## src/rtl/pipe2_ctrl_pkg.sv

```systemverilog
// Shared definitions for the stage-2 control-word responder: word layout, FSM states, code widths.
package pipe2_ctrl_pkg;

  localparam int unsigned CodeW   = 4;
  localparam int unsigned OneHotW = 16;
  localparam int unsigned WordW   = 16;

  // Field bit positions within CtrlWord
  localparam int unsigned AssertLsb = 0;
  localparam int unsigned LoadLsb   = 4;
  localparam int unsigned IncLsb    = 8;
  localparam int unsigned IncW      = 2;
  localparam int unsigned AddrLsb   = 10;
  localparam int unsigned AddrW     = 3;
  localparam int unsigned BusReqBit = 13;
  localparam int unsigned PcraBit   = 14;
  localparam int unsigned BreakBit  = 15;

  localparam logic [CodeW-1:0] CodeNone = '0;

  typedef struct packed {
    logic             brk;
    logic             pcraFlip;
    logic             busReq;
    logic [AddrW-1:0] addr;
    logic [IncW-1:0]  inc;
    logic [CodeW-1:0] loadCode;
    logic [CodeW-1:0] assertCode;
  } ctrl_word_t;

  typedef enum logic [2:0] {
    StRstHold,
    StRun,
    StMemWait,
    StExtForce,
    StHalt
  } state_e;

endpackage

```

## src/rtl/pipe2_sel_decode.sv

```systemverilog
// 4-bit selector code to 16-bit one-hot enable; code 0 (none) or Enable low gives all zeros.
module pipe2_sel_decode
  import pipe2_ctrl_pkg::*;
(
  input  logic [CodeW-1:0]   Code,
  input  logic               Enable,
  output logic [OneHotW-1:0] OneHot
);

  always_comb begin
    OneHot = '0;
    if (Enable && (Code != CodeNone)) begin
      OneHot[Code] = 1'b1;
    end
  end

endmodule

```

## src/rtl/pipe2_ctrl_responder.sv

```systemverilog
// Executes stage-2 control words: bus enable decode, memory handshake, external bus arbitration,
// pipeline stall generation and the PCRA_Flip / Reset flag registers.
module pipe2_ctrl_responder
  import pipe2_ctrl_pkg::*;
#(
  parameter int unsigned RESET_HOLD_CYCLES = 4,
  parameter int unsigned MAX_WAIT          = 15,
  parameter int unsigned EXT_STARVE_LIMIT  = 8
) (
  input  logic               ClockIn,
  input  logic               ResetIn,
  input  logic [WordW-1:0]   CtrlWord,
  output logic [OneHotW-1:0] AssertOneHot,
  output logic [OneHotW-1:0] LoadOneHot,
  output logic [IncW-1:0]    IncSel,
  output logic [AddrW-1:0]   AddrSel,
  output logic               MemReq,
  input  logic               MemAck,
  input  logic               ExtBusReq,
  output logic               ExtBusGrant,
  output logic               Stall,
  input  logic               ResumeIn,
  output logic               Halted,
  output logic               PcraFlag,
  output logic               ResetFlag,
  output logic               BusError
);

  localparam int unsigned HoldW   = $clog2(RESET_HOLD_CYCLES + 1);
  localparam int unsigned WaitW   = $clog2(MAX_WAIT + 1);
  localparam int unsigned StarveW = $clog2(EXT_STARVE_LIMIT + 1);

  state_e             stateQ, stateD;
  logic [HoldW-1:0]   holdCntQ, holdCntD;
  logic [WaitW-1:0]   waitCntQ, waitCntD;
  logic [StarveW-1:0] starveCntQ, starveCntD;
  ctrl_word_t         wordHeldQ, execWord;
  logic               pcraQ, pcraD;
  logic               busErrQ, busErrD;
  logic               forceExt, execActive, complete, captureWord;

  // A starved external master preempts the word in RUN; the word is held and retried afterwards.
  assign forceExt = (stateQ == StRun) && (starveCntQ == StarveW'(EXT_STARVE_LIMIT));
  assign execWord = (stateQ == StRun) ? ctrl_word_t'(CtrlWord) : wordHeldQ;

  always_comb begin
    stateD      = stateQ;
    holdCntD    = holdCntQ;
    waitCntD    = waitCntQ;
    starveCntD  = starveCntQ;
    pcraD       = pcraQ;
    busErrD     = busErrQ;
    execActive  = 1'b0;
    complete    = 1'b0;
    MemReq      = 1'b0;
    ExtBusGrant = 1'b0;

    unique case (stateQ)
      StRstHold: begin
        if (holdCntQ <= HoldW'(1)) begin
          holdCntD = '0;
          stateD   = StRun;
        end else begin
          holdCntD = holdCntQ - HoldW'(1);
        end
      end
      StRun: begin
        if (forceExt) begin
          stateD = StExtForce;
        end else begin
          execActive  = 1'b1;
          MemReq      = execWord.busReq;
          ExtBusGrant = ExtBusReq & ~execWord.busReq;
          if (ExtBusReq && execWord.busReq) begin
            if (starveCntQ != StarveW'(EXT_STARVE_LIMIT)) starveCntD = starveCntQ + StarveW'(1);
          end else begin
            starveCntD = '0;
          end
          if (execWord.busReq && !MemAck) begin
            stateD   = StMemWait;
            waitCntD = '0;
          end else begin
            complete = 1'b1;
            if (execWord.brk) stateD = StHalt;
          end
        end
      end
      StMemWait: begin
        execActive = 1'b1;
        MemReq     = 1'b1;
        waitCntD   = waitCntQ + WaitW'(1);
        if (MemAck) begin
          complete = 1'b1;
          waitCntD = '0;
          stateD   = execWord.brk ? StHalt : StRun;
        end else if (waitCntQ == WaitW'(MAX_WAIT - 1)) begin
          busErrD  = 1'b1;
          waitCntD = '0;
          stateD   = StHalt;
        end
      end
      StExtForce: begin
        ExtBusGrant = 1'b1;
        starveCntD  = '0;
        if (!ExtBusReq) stateD = StRun;
      end
      StHalt: begin
        if (ResumeIn && !busErrQ) stateD = StRun;
      end
      default: stateD = StRstHold;
    endcase

    if (complete && execWord.pcraFlip) pcraD = ~pcraQ;
  end

  assign captureWord = (stateQ == StRun) && (stateD != StRun);

  always_ff @(posedge ClockIn) begin
    if (ResetIn) begin
      stateQ     <= StRstHold;
      holdCntQ   <= HoldW'(RESET_HOLD_CYCLES);
      waitCntQ   <= '0;
      starveCntQ <= '0;
      wordHeldQ  <= '0;
      pcraQ      <= 1'b0;
      busErrQ    <= 1'b0;
    end else begin
      stateQ     <= stateD;
      holdCntQ   <= holdCntD;
      waitCntQ   <= waitCntD;
      starveCntQ <= starveCntD;
      pcraQ      <= pcraD;
      busErrQ    <= busErrD;
      if (captureWord) wordHeldQ <= ctrl_word_t'(CtrlWord);
    end
  end

  assign Stall     = (stateQ != StRun) || forceExt;
  assign Halted    = (stateQ == StHalt);
  assign ResetFlag = (stateQ == StRstHold);
  assign PcraFlag  = pcraQ;
  assign BusError  = busErrQ;
  assign IncSel    = execActive ? execWord.inc : '0;
  assign AddrSel   = execActive ? execWord.addr : '0;

  pipe2_sel_decode u_assert_decode (
    .Code   (execWord.assertCode),
    .Enable (execActive),
    .OneHot (AssertOneHot)
  );

  pipe2_sel_decode u_load_decode (
    .Code   (execWord.loadCode),
    .Enable (complete),
    .OneHot (LoadOneHot)
  );

endmodule

```

## config.mk

```make
export PLATFORM = sky130hd
export DESIGN_NAME = pipe2_ctrl_responder
export DESIGN_NICKNAME = d
export VERILOG_FILES = /design/src/rtl/pipe2_ctrl_pkg.sv /design/src/rtl/pipe2_sel_decode.sv /design/src/rtl/pipe2_ctrl_responder.sv
export SDC_FILE = /design/constraint.sdc
export NUM_CORES = 1
export LEC_CHECK = 0
export BUFFER_PORTS_ARGS = -buffer_cell sky130_fd_sc_hd__buf_2
export CORE_UTILIZATION = 47
export CTS_CLUSTER_DIAMETER = 60
export DETAILED_ROUTE_END_ITERATION = 12
export HOLD_SLACK_MARGIN = 0.15
export PLACE_DENSITY = 0.76
export SLEW_MARGIN = 5
export SYNTH_ARGS = -nofsm -noshare
export SYNTH_HDL_FRONTEND = slang
export SYNTH_SLANG_ARGS = --single-unit
```

## constraint.sdc

```tcl
create_clock -name ClockIn -period 1.7 [get_ports ClockIn]
set_input_delay 0.17 -clock ClockIn [delete_from_list [all_inputs] [get_ports ClockIn]]
set_output_delay 0.17 -clock ClockIn [all_outputs]
set_load 0.05 [all_outputs]
```

After elaboration in Yosys (flattened, before gate mapping)
Cells that the tools add are included.

$add $sub $neg: 3. $lt $le $gt $ge: 5. Eq/ne operators: 12. Mux-type cells: 39. Bitwise logic cells: 4. Reductions and logical operators: 21.

Operators with widths (number): two-way mux 16 bit (3); two-way mux 3 bit (11); two-way mux 4 bit (7); one-hot mux 4 bit (2 select lines) (2); one-hot mux 3 bit (5 select lines) (1); logical AND 1 bit (10); less-than comparator 4 x 5 -> 1 bit (second input constant) (2); AND reduction 3 bit (3); adder 4 x 1 -> 4 bit (second input constant) (2); demux 1 bit (select 4 bit) (2); == test 4 bit (second input constant) (2); >= comparator 4 x 1 -> 1 bit (second input constant) (2); two-way mux 1 bit (8); one-hot mux 1 bit (2 select lines) (4); nonzero test 4 bit (2); == test 3 x 2 -> 1 bit (second input constant) (2); != test 3 x 1 -> 1 bit (second input constant) (2); != test 4 bit (second input constant) (1); nonzero test 2 bit (2); == test 3 x 1 -> 1 bit (second input constant) (1); == test 3 bit (second input constant) (1); less-or-equal comparator 3 x 1 -> 1 bit (second input constant) (1); zero test 3 bit (1); != test 3 x 2 -> 1 bit (second input constant) (1); 8 further kinds (11).

Flip-flop bits (word level): 32. Input bits: 21. Output and inout bits: 44. Logic and storage cells: 97.

Depth between registers and ports, before layout
Depth after elaboration: 8. Mapped depth: 8. Mapped depth without buffers: 7.

Cells and area by module
Synthesis repeated with hierarchy kept, for this count alone.

Cells, all modules: 258. Area total of the unflattened synthesis: 1951.9 µm².

Modules (own cells, without submodules): pipe2_ctrl_responder (times used 1, cells each 210, area each 1719.1 µm², seq. area each 620.6 µm²); pipe2_sel_decode (times used 2, cells each 24, area each 116.4 µm², seq. area each 0.0 µm²).

Worst setup path before layout
No wires, ideal clock.

Path type: flip-flop to output port. Start point: register starveCntQ[0]. End point: output port MemReq. Arrival time: 2.337 ns. Required time: 1.530 ns. Path slack: -0.807 ns. Cell stages (with the launch flop): 6. Buffers on the path: 0. Path through: dfxtp_1 -> inv_1 -> ha_1 -> nand3b_2 -> nand2_1 -> o21ai_0.

Longest elaborated chain between the ends: 4.

RTL lines: from (decl) (line pipe2_ctrl_responder.sv:36) `logic [StarveW-1:0] starveCntQ, starveCntD;`; from (signal assigned) (line pipe2_ctrl_responder.sv:131) `starveCntQ <= starveCntD;`; == test 4 bit (line pipe2_ctrl_responder.sv:43) `assign forceExt = (stateQ == StRun) && (starveCntQ == StarveW'(EXT_STARVE_LIMIT));`; logical AND 1 bit (line pipe2_ctrl_responder.sv:43); two-way mux 1 bit (line pipe2_ctrl_responder.sv:68) `if (forceExt) begin`; one-hot mux 1 bit (2 select lines) (line pipe2_ctrl_responder.sv:58) `unique case (stateQ)`; to (decl) (line pipe2_ctrl_responder.sv:17) `output logic MemReq,`.

Every way passes these cells.

Worst setup path in the final report
Start point: register stateQ[2]. End point: output port LoadOneHot[4].

Longest elaborated chain between the ends: 8.

RTL lines: from (decl) (line pipe2_ctrl_responder.sv:33) `state_e stateQ, stateD;`; from (signal assigned) (line pipe2_ctrl_responder.sv:120) `stateQ <= StRstHold;`; from (signal assigned) (line pipe2_ctrl_responder.sv:128) `stateQ <= stateD;`; parallel branches: the longest is 7 deep, another holds less-than comparator 4 x 5 -> 1 bit; two-way mux 16 bit (*) (line pipe2_sel_decode.sv:12) `if (Enable && (Code != CodeNone)) begin`; to (decl) (line pipe2_ctrl_responder.sv:14) `output logic [OneHotW-1:0] LoadOneHot,`.

Every way passes the cells marked *.

==> summary.md <==
| Metric | Value |
|---|---|
| R2R Path End | `PcraFlag` |
| CP peak stage delay | `370 ps` |
| Clock Latency Late Sink | `290 ps` |
| HP Start | `CtrlWord[8]` |
| Yosys top cell area share | `0.280` |
| Fmax achieved | `0.450 GHz` |
| Outcome | `complete, but fails checks` |
| Worst-path clk slew | `70 ps` |
| CTS tree | `done` |
| Worst slew pin tran | `626 ps` |
| Skew final | `10.7 ps` |
| Hold Violations, Final | `0` |
| DR vias | `3040` |
| Total of max-cap violations | `0` |
| Layout fillers | `139` |
| Total congestion overflow | `0` |
| Hold path depth | `3` |
| R2r worst-path depth | `7` |
| HP Class | `primary input to flop` |
| Pin count of the biggest net entering global routing | `42` |
| Worst Setup End Kind | `output pin` |
| DP Cell Count | `456` |
| R2R setup slack | `-450 ps` |
| Slowest-stage cell, CP | `dfxtp_4` |
| Area grow syn2layout | `89.7%` |
| Sequential-to-total area share from yosys stat | `0.280` |
| Total CTS buffers | `5` |
| Synth cell count leaders | `46 x nor2_1, 34 x nand2b_1, 32 x dfxtp_1` |
| Antenna diodes | `0` |
| Endpoint, Worst Hold | `wordHeldQ[8]` |
| DRC violations left | `0` |
| Netlist cell types | `48` |
| Final non-filler cell total | `481` |
| Pwr Density | `1100 mW/mm2` |
| Asr flop ratio synth | `0` |
| Gpl congestion | `0.815` |
| Setup WS pre-CTS | `-258 ps` |
| Ys Warns | `0` |
| Drt total wl | `10500 um` |
| Port Buffers | `62` |
| Area leader, netlist | `dfxtp_1` |
| Synth area leaders | `dfxtp_1 28%, nand2b_1 9.3%, nor2_1 7.5%` |
| I/O pins | `65` |
| Die area | `0.00516 mm2` |
| Synth Cell Area | `0.00229 mm2` |
| Clock sinks | `32` |
| Crit share post-route | `1.31` |
| Count leader, synth | `nor2_1` |
| Chip width | `71.8 um` |
| Area after DPL | `0.00356 mm2` |
| R2r startpoint | `stateQ[2]` |
| Final worst path period need | `2220 ps` |
| Crit-path cells | `nor3b_4, buf_2, nor3_1, a31oi_2, buf_4, nor2_4, buf_8` |
| Synth Register Bits | `32` |
| Crit Path Class | `flop to output pin` |
| Failing checks | `negative setup slack` |
| Static leakage | `1.65 nW` |
| Slew headroom | `0.581` |
| Detail Route Antenna Nets | `0` |
| Pins Over Slew Limit | `0` |
| # rows | `25` |
| Worst EP arrival | `2050 ps` |
| CP required | `1530 ps` |
| Initial DRC count | `339` |
| Htree depth | `2` |
| Drt first pass iters | `6` |
| Final setup margin | `-521 ps` |
| Layout cells sized above 1 | `0.597` |
| Total GRT Usage | `0.346` |
| Crit path launch type | `flop` |
| CP max FO | `6` |
| Max VDD drop | `0.000681 V` |
| Total Power | `4.80 mW` |
| Number of global-route vias before repair | `2912` |
| Die height | `71.8 um` |
| Clk buf depth | `2` |
| Initial antenna violation count | `0` |
| Setup violations, final | `64` |
| Vias per inst | `6.32` |
| Mean routed wirelength per cell | `21.8 um` |
| Synthesized instance count | `305` |
| Detailed placement HPWL | `4740 um` |
| Core Box Area | `0.00469 mm2` |
| Initial core utilization | `0.488` |
| Finished Core Util | `0.926` |
| Nets@finish | `454` |
| Post-synth EDFFs | `0` |
| Main flop type after synthesis | `dfxtp_1` |
| CTS Root Cell | `clkbuf_8` |
| RSZ-0062 raised after global routing | `true` |
| Non-Filler Cell Area, Final | `0.00435 mm2` |
| Global-route wire length before repair | `13800 um` |
| Syn_area_per_cell | `7.51 um2` |
[power breakdown]
part           internal (mW)  leakage [nW]  total, mW  switching [mW]
Combinational           1.43          1.34       3.18            1.75
Clock                  0.278        0.0410      0.570           0.292
Sequential             0.879         0.263       1.04           0.165
Total                   2.59          1.65       4.80            2.21
[through the flow]
| stage | setup TNS, ps | hold slack [ps] |
|---|---|---|
| 3_3_place_gp | -7950 | 437 |
| 3_5_place_dp | -10610 | 451 |
| 5_1_grt | -26110 | 159 |
| 6_report | -22590 | 149 |
| 2_1_floorplan | -5370 | 325 |
| 4_1_cts | -15750 | 158 |
[state kept, by name, indices dropped and copies added (netlist names)]
register / flops
BusError: 1
PcraFlag: 1
holdCntQ: 3
starveCntQ: 4
stateQ: 3
waitCntQ: 4
wordHeldQ: 16
[per-layer routing]
metal | wire length, um | GRT usage | vias to the layer above
met5 | 0 | 0 | -
met4 | 717 | 0.148 | 0
met3 | 835 | 0.0577 | 79
met2 | 5320 | 0.649 | 221
met1 | 3620 | 0.381 | 1449
li1 | - | - | 1291
[cell families after synthesis]
kind of cell | synth area share
mux | 0.0743
buf+inv | 0.0683
flops | 0.280
compound gates | 0.158
fa+ha+maj | 0.0328
xor+xnor | 0.00382
other cells | 0.00164
simple gates | 0.382
[critical path, delay by kind of cell, from the launching register on]
kind                   cells  cell delay (ps)
DFF                        1              370
buffers and inverters      3              670
AOI/OAI and AO/OA          1              200
and+or+nand+nor            3              520
[cell type report]
class                   count  area, um2  area share
well taps                  54       67.6      0.0155
clock inverters             1       5.00     0.00115
inverters                  14       55.1      0.0127
flip-flops and latches     32        652       0.150
repair buffers            131       1250       0.287
multi-input cells         243       2250       0.517
clock buffers               6       72.6      0.0167
[layout by cell type (no fill, tap or decap), types with 7 or more instances in the layout]
cell,instances
buf_12,7
nand2_1,18
a21oi_1,12
nor2_1,13
nor3b_2,7
buf_8,7
dfxtp_1,27
mux2i_1,16
buf_2,24
buf_6,44
buf_4,48
nand2b_1,33
nor2_4,28
inv_1,10
[worst max path at each step]
stage / start / end / slack (ps) / depth (start not counted)
2_1_floorplan: stateQ[1] / AssertOneHot[1] / -200 / 7
3_3_place_gp: stateQ[0] / LoadOneHot[3] / -200 / 6
3_5_place_dp: stateQ[0] / LoadOneHot[3] / -260 / 6
4_1_cts: stateQ[2] / LoadOneHot[15] / -410 / 4
5_1_grt: stateQ[0] / LoadOneHot[8] / -570 / 8
6_report: stateQ[2] / LoadOneHot[4] / -520 / 7
[timing repair]
action | in CTS | in global routing
setup endpoints to repair | 60 | 68
gates cloned | 2 | 0
hold buffers | 0 | 0
resized for setup | 111 | 47
setup buffers | 13 | 7
pin swaps | 22 | 15
No activity file was read; power rests on OpenSTA's default activity.
